## src/rtl/wram_ctrl_pkg.sv

```systemverilog
// Shared types and constants for the 68000 work-RAM controller.
package wram_ctrl_pkg;

   typedef enum logic [2:0] {
      ST_IDLE,
      ST_READ,
      ST_WR_SETUP,
      ST_WR_PULSE,
      ST_WR_HOLD,
      ST_DONE
   } wram_state_t;

   localparam int WRAM_WAIT_DEFAULT = 3;
   localparam int CNT_W             = 4;

endpackage

```

## src/rtl/wram_wait_cnt.sv

```systemverilog
// Loadable down-counter timing the SRAM strobe width; o_tc flags the last strobe cycle.
module wram_wait_cnt
   import wram_ctrl_pkg::*;
(
   input  logic             i_clk,
   input  logic             i_rst_n,
   input  logic             i_load,
   input  logic             i_dec,
   input  logic [CNT_W-1:0] i_load_val,
   output logic             o_tc
);

   logic [CNT_W-1:0] r_count;

   always_ff @(posedge i_clk or negedge i_rst_n) begin
      if (!i_rst_n) begin
         r_count <= '0;
      end else if (i_load) begin
         r_count <= i_load_val;
      end else if (i_dec && (r_count != '0)) begin
         r_count <= r_count - 1'b1;
      end
   end

   assign o_tc = (r_count == CNT_W'(1));

endmodule

```

## src/rtl/m68k_wram_ctrl.sv

```systemverilog
// 68000 bus to dual 32Kx8 SRAM sequencer; every RAM strobe comes straight from a flop.
// Optional write protect is enabled by defining WRAM_WP_EN.
module m68k_wram_ctrl
   import wram_ctrl_pkg::*;
#(
   parameter int WAIT_CYCLES = WRAM_WAIT_DEFAULT
) (
   input  logic        CLK_24M,
   input  logic        nRESET,
   input  logic        nWRAM_SEL,
   input  logic        nAS,
   input  logic        nUDS,
   input  logic        nLDS,
   input  logic        RW,
   input  logic [14:0] M68K_ADDR,
   input  logic [15:0] M68K_DIN,
   output logic [15:0] M68K_DOUT,
   output logic        M68K_DOUT_EN,
   output logic        nDTACK,
   output logic [14:0] RAM_ADDR,
   output logic [15:0] RAM_DOUT,
   output logic        RAM_DOE,
   input  logic [15:0] RAM_DIN,
   output logic        nRAM_CE_U,
   output logic        nRAM_CE_L,
   output logic        nRAM_OE,
   output logic        nRAM_WE,
   input  logic        WP
);

   wram_state_t r_state, w_next;
   logic        w_accept, w_tc, w_load, w_dec;
   logic        w_selU, w_selL, w_wp, w_active, w_wrPhase;
   logic        r_rw, r_selU, r_selL;
   logic        r_nCeU, r_nCeL, r_nOe, r_nWe, r_doe, r_nDtack, r_doutEn;
   logic [14:0] r_addr;
   logic [15:0] r_wdata, r_mdout;

   assign w_accept = (r_state == ST_IDLE) && !nWRAM_SEL && !nAS && (!nUDS || !nLDS);

   always_comb begin
      w_next = r_state;
      case (r_state)
         ST_IDLE:     if (w_accept) w_next = RW ? ST_READ : ST_WR_SETUP;
         ST_READ:     if (nAS) w_next = ST_IDLE; else if (w_tc) w_next = ST_DONE;
         ST_WR_SETUP: w_next = nAS ? ST_IDLE : ST_WR_PULSE;
         ST_WR_PULSE: if (nAS || w_tc) w_next = ST_WR_HOLD;
         ST_WR_HOLD:  w_next = nAS ? ST_IDLE : ST_DONE;
         ST_DONE:     if (nAS) w_next = ST_IDLE;
         default:     w_next = ST_IDLE;
      endcase
   end

   // Reads start timing at the request edge, writes only once setup is over.
   assign w_load = (w_accept && RW) || ((r_state == ST_WR_SETUP) && (w_next == ST_WR_PULSE));
   assign w_dec  = (r_state == ST_READ) || (r_state == ST_WR_PULSE);

   wram_wait_cnt u_waitCnt (
      .i_clk      (CLK_24M),
      .i_rst_n    (nRESET),
      .i_load     (w_load),
      .i_dec      (w_dec),
      .i_load_val (CNT_W'(WAIT_CYCLES)),
      .o_tc       (w_tc)
   );

   assign w_selU    = w_accept ? !nUDS : r_selU;
   assign w_selL    = w_accept ? !nLDS : r_selL;
   assign w_active  = (w_next == ST_READ) || (w_next == ST_WR_SETUP) ||
                      (w_next == ST_WR_PULSE) || (w_next == ST_WR_HOLD);
   assign w_wrPhase = (w_next == ST_WR_SETUP) || (w_next == ST_WR_PULSE) || (w_next == ST_WR_HOLD);

`ifdef WRAM_WP_EN
   logic r_wp;

   always_ff @(posedge CLK_24M or negedge nRESET) begin
      if (!nRESET) begin
         r_wp <= 1'b0;
      end else if (w_accept) begin
         r_wp <= WP;
      end
   end

   assign w_wp = w_accept ? WP : r_wp;
`else
   logic w_unused_wp;

   assign w_unused_wp = WP;
   assign w_wp        = 1'b0;
`endif

   // Strobes are computed from the next state so they change exactly on the clock edge.
   always_ff @(posedge CLK_24M or negedge nRESET) begin
      if (!nRESET) begin
         r_state  <= ST_IDLE;
         r_rw     <= 1'b1;
         r_selU   <= 1'b0;
         r_selL   <= 1'b0;
         r_addr   <= '0;
         r_wdata  <= '0;
         r_mdout  <= '0;
         r_nCeU   <= 1'b1;
         r_nCeL   <= 1'b1;
         r_nOe    <= 1'b1;
         r_nWe    <= 1'b1;
         r_doe    <= 1'b0;
         r_nDtack <= 1'b1;
         r_doutEn <= 1'b0;
      end else begin
         r_state <= w_next;
         if (w_accept) begin
            r_addr  <= M68K_ADDR;
            r_wdata <= M68K_DIN;
            r_rw    <= RW;
            r_selU  <= !nUDS;
            r_selL  <= !nLDS;
         end
         if ((r_state == ST_READ) && (w_next == ST_DONE)) begin
            r_mdout <= {r_selU ? RAM_DIN[15:8] : 8'h00, r_selL ? RAM_DIN[7:0] : 8'h00};
         end
         r_nCeU   <= !(w_active && w_selU);
         r_nCeL   <= !(w_active && w_selL);
         r_nOe    <= (w_next != ST_READ);
         r_nWe    <= !((w_next == ST_WR_PULSE) && !w_wp);
         r_doe    <= w_wrPhase && !w_wp;
         r_nDtack <= (w_next != ST_DONE);
         r_doutEn <= (w_next == ST_DONE) && r_rw;
      end
   end

   assign M68K_DOUT    = r_mdout;
   assign M68K_DOUT_EN = r_doutEn;
   assign nDTACK       = r_nDtack;
   assign RAM_ADDR     = r_addr;
   assign RAM_DOUT     = r_wdata;
   assign RAM_DOE      = r_doe;
   assign nRAM_CE_U    = r_nCeU;
   assign nRAM_CE_L    = r_nCeL;
   assign nRAM_OE      = r_nOe;
   assign nRAM_WE      = r_nWe;

endmodule

```

## config.mk

```make
export PLATFORM = sky130hd
export DESIGN_NAME = m68k_wram_ctrl
export DESIGN_NICKNAME = d
export VERILOG_FILES = /design/src/rtl/wram_ctrl_pkg.sv /design/src/rtl/wram_wait_cnt.sv /design/src/rtl/m68k_wram_ctrl.sv
export SDC_FILE = /design/constraint.sdc
export NUM_CORES = 1
export LEC_CHECK = 0
export CAP_MARGIN = 20
export CORE_MARGIN = 2
export CORE_UTILIZATION = 44
export DETAILED_ROUTE_END_ITERATION = 10
export GPL_TIMING_DRIVEN = 0
export PLACE_DENSITY = 0.81
export SLEW_MARGIN = 20
export SYNTH_ARGS = -nofsm -noshare
export SYNTH_HDL_FRONTEND = slang
export SYNTH_SLANG_ARGS = --single-unit
```

## constraint.sdc

```tcl
create_clock -name CLK_24M -period 2.4 [get_ports CLK_24M]
set_clock_uncertainty 0.1 [all_clocks]
set_input_delay 0.24 -clock CLK_24M [delete_from_list [all_inputs] [get_ports CLK_24M]]
set_output_delay 0.24 -clock CLK_24M [all_outputs]
set_load 0.05 [all_outputs]
```

==> impl_results.rst, run 1 <==
.. list-table::
   :header-rows: 1

   * - Metric
     - Value
   * - Cells along the critical path
     - inv_1 -> ha_1 -> nor3b_1 -> nand3_1 -> buf_2 -> mux2i_1
   * - Type of the worst min-delay path
     - in -> async
   * - Post-synthesis sequential area ratio
     - 56.48%
   * - DP Wirelength
     - 4708 um
   * - Via count of the first global-routing pass
     - 2155
   * - Yosys cell types
     - 39
   * - Clock tree from TritonCTS
     - built
   * - Critical path required time
     - 2.49 ns
   * - GRT Resource Usage Total
     - 18.91%
   * - Chip width
     - 84.47 um
   * - Area added between synthesis and finish
     - 48.05%
   * - Cell taking the most area after synthesis
     - sky130_fd_sc_hd__dfrtp_1
   * - Worst-Skew Late Latency
     - 0.33 ns
   * - Average vias per placed instance
     - 5.038
   * - Compound-Gate Fraction of Synth Area
     - 6.632%
   * - Number of synthesized register bits
     - 64
   * - Number of antenna violations at the first check in global routing
     - 0
   * - Most used standard cell by instance count after synthesis
     - sky130_fd_sc_hd__dfrtp_1
   * - DRC violation count after routing
     - 0
   * - Xor-xnor portion of the synthesized cell area
     - 0%
   * - Largest net degree at the start of global routing
     - 57
   * - Post-CTS clock slew at the launch and capture registers of the worst setup and hold paths
     - 0.07 ns
   * - Data arrival time of the critical path
     - 2.31 ns
   * - Grt total ovfl
     - 0
   * - Number of gates resized after cts
     - 0
   * - Final number of setup-violating endpoints
     - 0
   * - Slowest Stage Delay on Critical Path
     - 0.43 ns
   * - First-iteration detailed-routing DRC count
     - 81
   * - Fmax
     - 451.2 MHz
   * - Leak
     - 2.036 nW
   * - Period minus WS final
     - 2.216 ns
   * - Master cell of the clock root buffer
     - sky130_fd_sc_hd__clkbuf_8
   * - CP startpoint kind
     - flip-flop
   * - Main area contributors after synthesis
     - sky130_fd_sc_hd__dfrtp_1, sky130_fd_sc_hd__mux2_4, sky130_fd_sc_hd__mux2i_1, sky130_fd_sc_hd__dfstp_2, sky130_fd_sc_hd__inv_1
   * - Flip-flop cell with the highest count after synthesis
     - sky130_fd_sc_hd__dfrtp_1
   * - Reported max-cap violation count
     - 0
   * - Max-slew headroom at the worst pin
     - 64.17%
   * - Adder-Cell Fraction of Synth Area
     - 0.8783%
   * - Largest family of logic cells by synthesized area
     - multiplexers
   * - EDFF count, synth
     - 0
   * - Total via count after detailed routing
     - 2106
   * - Post-synthesis instance area
     - 0.002849 mm^2
   * - Number of placement rows
     - 29
   * - Number of H-tree levels
     - 3
   * - DR pass1 iterations
     - 4
   * - DR WL/cell
     - 15.40 um
   * - Post-Syn Nets
     - 273
   * - Number of antenna diodes
     - 0
   * - Final standard cell area without fillers
     - 0.004218 mm^2
   * - GPL Wtd Cong
     - 0.8536
   * - Result of the run
     - finished clean
   * - Number of buffers on the longest clock path
     - 2
   * - Cell types with the highest counts after synthesis
     - sky130_fd_sc_hd__dfrtp_1, sky130_fd_sc_hd__mux2_4, sky130_fd_sc_hd__inv_1
   * - Portion of synthesized cell area occupied by the leading cell type
     - 50.94%
   * - Total die area
     - 0.007134 mm^2
   * - Slowest library cell on the worst path
     - sky130_fd_sc_hd__dfrtp_1
   * - Async SR Flop Fraction
     - 100.0%
   * - Kind of critical path
     - reg -> reg
   * - Top-level I/O count
     - 109
   * - Worst-Margin Slew
     - 0.5358 ns
   * - Vertical die dimension
     - 84.47 um
   * - Sort of element at the end of the critical path
     - flip-flop
   * - Post-layout net count
     - 393
   * - Ratio of cells with drive above 1 in the final layout
     - 18.18%
   * - Cell count after synthesis
     - 216
   * - Area fraction in and, or, nand and nor cells after synthesis
     - 7.290%
   * - Critical path fanouts, max
     - 10
   * - Placed cell area
     - 0.004041 mm^2
   * - Starting density of the core
     - 45.12%
   * - Count of final hold-check violations
     - 0
   * - Power Dens Cells
     - 1225 mW/mm^2
   * - Avg Synthesized Cell Area
     - 13.19 um^2
   * - Remaining antenna violation count
     - 0
   * - Crit share post-route
     - 92.35%
   * - Share of cell area taken by muxes after synthesis
     - 21.83%
   * - Buffers on Ports
     - 107
   * - Area inside the core boundary
     - 0.006314 mm^2
   * - Number of warnings reported in the yosys synthesis log
     - 0
   * - RSZ-0062 raised after global routing
     - false
   * - Wire length of the first global-routing pass
     - 10540 um
   * - Number of pins exceeding their max-slew limit in the final report
     - 0
   * - Highest ir drop seen on vdd
     - 776.8 uV
   * - Number of clock sinks
     - 64
   * - Final wirelength
     - 6436 um
   * - Final core utilization
     - 66.81%
   * - Total CTS buffers
     - 9
==> flip-flops by register name, summed over array words and instances, names as in the netlist <==
register / cells
RAM_DOUT: 16
nRAM_WE: 1
nRAM_CE_L: 1
nRAM_OE: 1
r_selU: 1
r_selL: 1
nDTACK: 1
nRAM_CE_U: 1
RAM_DOE: 1
u_waitCnt.r_count: 4
r_state: 3
M68K_DOUT: 16
RAM_ADDR: 15
r_rw: 1
M68K_DOUT_EN: 1
==> power breakdown <==
part | total (W) | switching [W] | internal, W
clock | 0.000783 | 0.000383 | 0.000401
combinational | 0.00268 | 0.00165 | 0.00103
sequential | 0.00170 | 0.000234 | 0.00147
total | 0.00517 | 0.00227 | 0.00290
==> worst paths after layout <==
path                                                  startpoint                        to  slack (ns)  depth (start not counted)
worst max register to register  u_waitCnt.r_count[1]$_DFFE_PN0P_  M68K_DOUT[8]$_DFFE_PN0P_        0.18                          6
max in group asynchronous                                 nRESET         nRAM_WE$_DFF_PN1_        1.44                          3
worst max-delay path            u_waitCnt.r_count[1]$_DFFE_PN0P_  M68K_DOUT[8]$_DFFE_PN0P_        0.18                          6
min in group CLK_24M                            r_rw$_DFFE_PN1N_    M68K_DOUT_EN$_DFF_PN0_        0.37                          2
worst min register to register                  r_rw$_DFFE_PN1N_    M68K_DOUT_EN$_DFF_PN0_        0.37                          2
worst min-delay path                                      nRESET   RAM_DOUT[5]$_DFFE_PN0N_        0.20                          2
==> area by class of cell <==
cell class	count	area, um^2
Buffer	11	110.1
Timing Repair Buffer	109	1106
Clock inverter	3	17.52
Inverter	23	86.33
Multi-Input combinational cell	118	1044
Fill cell	458	2096
Clock buffer	13	148.9
Tap cell	77	96.34
Sequential cell	64	1609
==> cells by family (layout without fill, tap and decap cells) <==
kind of cell	after synthesis	after routing
DFF	64	64
muxes	48	48
and+or+nand+nor	41	41
AOI/OAI and AO/OA	27	27
adders and majority gates	2	2
buffers and inverters	34	159
==> critical path, delay by kind of cell, from the launching register on <==
| kind | cells | cell delay (ns) |
|---|---|---|
| DFF | 1 | 0.43 |
| buffers and inverters | 2 | 0.46 |
| and+or+nand+nor | 2 | 0.77 |
| adders and majority gates | 1 | 0.16 |
| muxes | 1 | 0.16 |
==> metrics by stage <==
stage               total power (W)  instances  hold slack [ns]  setup TNS (ns)  worst slack, ns
finish                     0.005168        418           0.2010               0           0.1836
global route               0.005410        418           0.1828               0          0.05320
CTS                        0.005208        418           0.1720               0           0.2166
detailed placement         0.004406        401         -0.01373               0           0.1245
global placement           0.004323        400           0.3653          -63.97           -1.069
floorplan                  0.003455        216          -0.1556               0           0.4933
==> placed cells by master, fill, tap and decap left out, drive strengths merged, types with 2 or more instances in the layout <==
cell type and n:
a2111oi 3, a21o 3, a21oi 4, a22oi 2, buf 12, clkbuf 14
clkdlybuf4s50 106, clkinv 2, dfrtp 58, dfstp 6, ha 2, inv 23
mux2 32, mux2i 16, nand2 17, nand2b 2, nand3 2, nor2 4
nor2b 3, nor3 3, nor3b 2, o21ai 7, o311ai 2, or2 2
or3 2
==> routing by layer <==
layer  track usage (%)  share of wire, %  vias to the layer above
met5                 0                 0                        -
met4             6.782               1.4                        0
met3             5.408               7.1                        9
met2             29.94                49                       92
met1             25.08                42                     1026
li1                  -                 -                      979
==> what timing repair did <==
item / CTS / global route
endpoints found under the hold margin: 58 / 0
setup buffers: 0 / 0
hold buffers: 1 / 0
Note: power is estimated with default switching activity, not from simulation.
==> run 2: changes to the inputs <==
--- a/config.mk
+++ b/config.mk
@@ -11,7 +11,7 @@
 export DETAILED_ROUTE_END_ITERATION = 10
 export GPL_TIMING_DRIVEN = 0
 export PLACE_DENSITY = 0.81
-export SLEW_MARGIN = 20
+export SLEW_MARGIN = 10
 export SYNTH_ARGS = -nofsm -noshare
 export SYNTH_HDL_FRONTEND = slang
 export SYNTH_SLANG_ARGS = --single-unit
==> run 2 against run 1 <==
Worst setup slack better by 0.0053 ns. Register-to-register slack about the same. Core utilization up 0.20 points. Critical path depth unchanged. Non-clock buffer count down 1. Fmax up 0.24%. Design area up 0.30%. Critical path type unchanged. Critical endpoint is now M68K_DOUT[9]$_DFFE_PN0P_. Largest power group unchanged.
==> impl_results.rst, run 2 (synthesized netlist as in run 1, its figures left out) <==
.. list-table::
   :header-rows: 1

   * - Metric
     - Value
   * - DR pass1 iterations
     - 4
   * - Grt total ovfl
     - 0
   * - Master cell of the clock root buffer
     - sky130_fd_sc_hd__clkbuf_8
   * - Worst Setup Slack post-DPL
     - 0.1219 ns
   * - Number of buffers on the longest clock path
     - 2
   * - First-iteration detailed-routing DRC count
     - 90
   * - Hold path startpoint
     - RAM_DIN[1]
   * - Internal Pwr Total
     - 0.003051 W
   * - Sort of element at the end of the critical path
     - flip-flop
   * - Count of hold-fix buffers inserted at cts
     - 1
   * - Worst Hold End
     - M68K_DOUT[1]$_DFFE_PN0P_
   * - Number of clock sinks
     - 64
   * - Number of H-tree levels
     - 3
   * - Reported max-cap violation count
     - 0
   * - Data arrival time of the critical path
     - 2.31 ns
   * - Switching power as a share of total power
     - 42.72%
   * - DRC violation count after routing
     - 0
   * - Number of gates resized after cts
     - 0
   * - Final number of setup-violating endpoints
     - 0
   * - Result of the run
     - finished clean
   * - Vertical die dimension
     - 84.47 um
   * - GPL Wtd Cong
     - 0.8536
   * - Register-to-register setup slack
     - 0.19 ns
   * - Worst flop-to-flop path startpoint
     - u_waitCnt.r_count[1]$_DFFE_PN0P_
   * - DR WL/cell
     - 15.41 um
   * - Number of antenna diodes
     - 0
   * - DP Wirelength
     - 4605 um
   * - Critical path fanouts, max
     - 10
   * - Average vias per placed instance
     - 5.046
   * - Highest ir drop seen on vdd
     - 881.3 uV
   * - Max-slew headroom at the worst pin
     - 48.09%
   * - Top-level I/O count
     - 109
   * - Combinational cell fraction of total power
     - 50.2%
   * - Period minus WS final
     - 2.211 ns
   * - Area added between synthesis and finish
     - 48.48%
   * - Sw power
     - 0.002275 W
   * - Part of the total power dissipated in sequential elements
     - 32.0%
   * - Final Worst Setup Slack
     - 0.1889 ns
   * - Buffers on Ports
     - 107
   * - FILL cells
     - 476
   * - Post-CTS clock slew at the launch and capture registers of the worst setup and hold paths
     - 0.07 ns
   * - Via count of the first global-routing pass
     - 2116
   * - RSZ-0062 raised after global routing
     - false
   * - Wire length of the first global-routing pass
     - 10620 um
   * - Reg-to-reg endpoint
     - M68K_DOUT[9]$_DFFE_PN0P_
   * - Power Dens Cells
     - 1259 mW/mm^2
   * - Count of final hold-check violations
     - 0
   * - Chip width
     - 84.47 um
   * - # Post-CTS Setup Buffers
     - 0
   * - CP startpoint kind
     - flip-flop
   * - GRT Resource Usage Total
     - 18.78%
   * - Final non-filler cell total
     - 416
   * - Total chip power
     - 0.005326 W
   * - Largest net degree at the start of global routing
     - 65
   * - Number of instances on the worst hold path
     - 3
   * - Worst-Margin Slew
     - 0.7787 ns
   * - Critical path required time
     - 2.49 ns
   * - Most frequent standard cell in the layout excluding fill and tap cells
     - sky130_fd_sc_hd__clkdlybuf4s50_1
   * - Number of pins exceeding their max-slew limit in the final report
     - 0
   * - Area inside the core boundary
     - 0.006314 mm^2
   * - Starting density of the core
     - 45.12%
   * - Worst reg-to-reg path cell count
     - 6
   * - Clock tree from TritonCTS
     - built
   * - Total CTS buffers
     - 9
   * - Fmax
     - 452.3 MHz
   * - Leak
     - 2.042 nW
   * - Kind of critical path
     - reg -> reg
   * - Number of placement rows
     - 29
   * - Type of the worst min-delay path
     - in -> reg
   * - CP Launch Point
     - u_waitCnt.r_count[1]$_DFFE_PN0P_
   * - Highest-count cells in the layout ignoring fill and taps
     - sky130_fd_sc_hd__clkdlybuf4s50_1, sky130_fd_sc_hd__dfrtp_1, sky130_fd_sc_hd__mux2_4
   * - Post-layout net count
     - 392
   * - Final wirelength
     - 6411 um
   * - Remaining antenna violation count
     - 0
   * - Worst-Skew Late Latency
     - 0.32 ns
   * - Clock share of power
     - 17.8%
   * - Number of antenna violations at the first check in global routing
     - 0
   * - Ratio of cells with drive above 1 in the final layout
     - 18.29%
   * - Number of cells after detailed placement
     - 400
   * - Total die area
     - 0.007134 mm^2
   * - Crit share post-route
     - 92.13%
   * - Total via count after detailed routing
     - 2099
[run 2: area by class of cell]
| type | instances | area [um^2] | area share (%) |
|---|---|---|---|
| plain buffers | 11 | 110.1 | 2.603 |
| clock buffers | 13 | 168.9 | 3.993 |
| clock inverters | 2 | 37.54 | 0.8873 |
| inverters | 23 | 86.33 | 2.041 |
| multi-input cells | 118 | 1044 | 24.67 |
| flip-flops and latches | 64 | 1609 | 38.04 |
| well taps | 77 | 96.34 | 2.277 |
| repair buffers | 108 | 1079 | 25.50 |
[run 2: worst max-delay path by stage]
stage | to | cells past startpoint
floorplan | RAM_ADDR[10]$_DFFE_PN0N_ | 6
global placement | u_waitCnt.r_count[1]$_DFFE_PN0P_ | 1
detailed placement | RAM_DOUT[11]$_DFFE_PN0N_ | 6
CTS | M68K_DOUT[9]$_DFFE_PN0P_ | 6
global route | M68K_DOUT[9]$_DFFE_PN0P_ | 6
finish | M68K_DOUT[9]$_DFFE_PN0P_ | 6
[run 2: critical path, cell delays in order, from the launching register on]
cell,delay [ns]
sky130_fd_sc_hd__dfrtp_1,0.42
sky130_fd_sc_hd__inv_1,0.10
sky130_fd_sc_hd__ha_1,0.15
sky130_fd_sc_hd__nor3b_1,0.34
sky130_fd_sc_hd__nand3_1,0.43
sky130_fd_sc_hd__buf_2,0.37
sky130_fd_sc_hd__mux2i_1,0.16
[run 2: layer usage]
layer | track usage (%) | wire (um) | share of wire, %
met4 | 6.349 | 85 | 1.3
met1 | 26.28 | 2899 | 45
met2 | 29.29 | 3056 | 48
met5 | 0 | 0 | 0
met3 | 4.130 | 370 | 5.8
[run 2: power by group through the flow]
stage | combinational, W | clock (W) | sequential (W)
after floorplan | 0.000619 | 0 | 0.00284
after global placement | 0.00264 | 0 | 0.00169
after detailed placement | 0.00269 | 0 | 0.00171
after CTS | 0.00269 | 0.000966 | 0.00170
after global routing | 0.00280 | 0.00103 | 0.00175
final | 0.00267 | 0.000950 | 0.00170
[run 2: stage by stage]
stage | util, % | hold slack [ns] | TNS, ns | area [um^2]
final | 67.00 | 0.3669 | 0 | 4230
after detailed placement | 63.58 | 0.2774 | 0 | 4014
after global routing | 67.00 | 0.3690 | 0 | 4230
after CTS | 67.00 | 0.3538 | 0 | 4230
after floorplan | - | -0.1556 | 0 | 2849
after global placement | 63.61 | 0.3653 | -63.97 | 4016
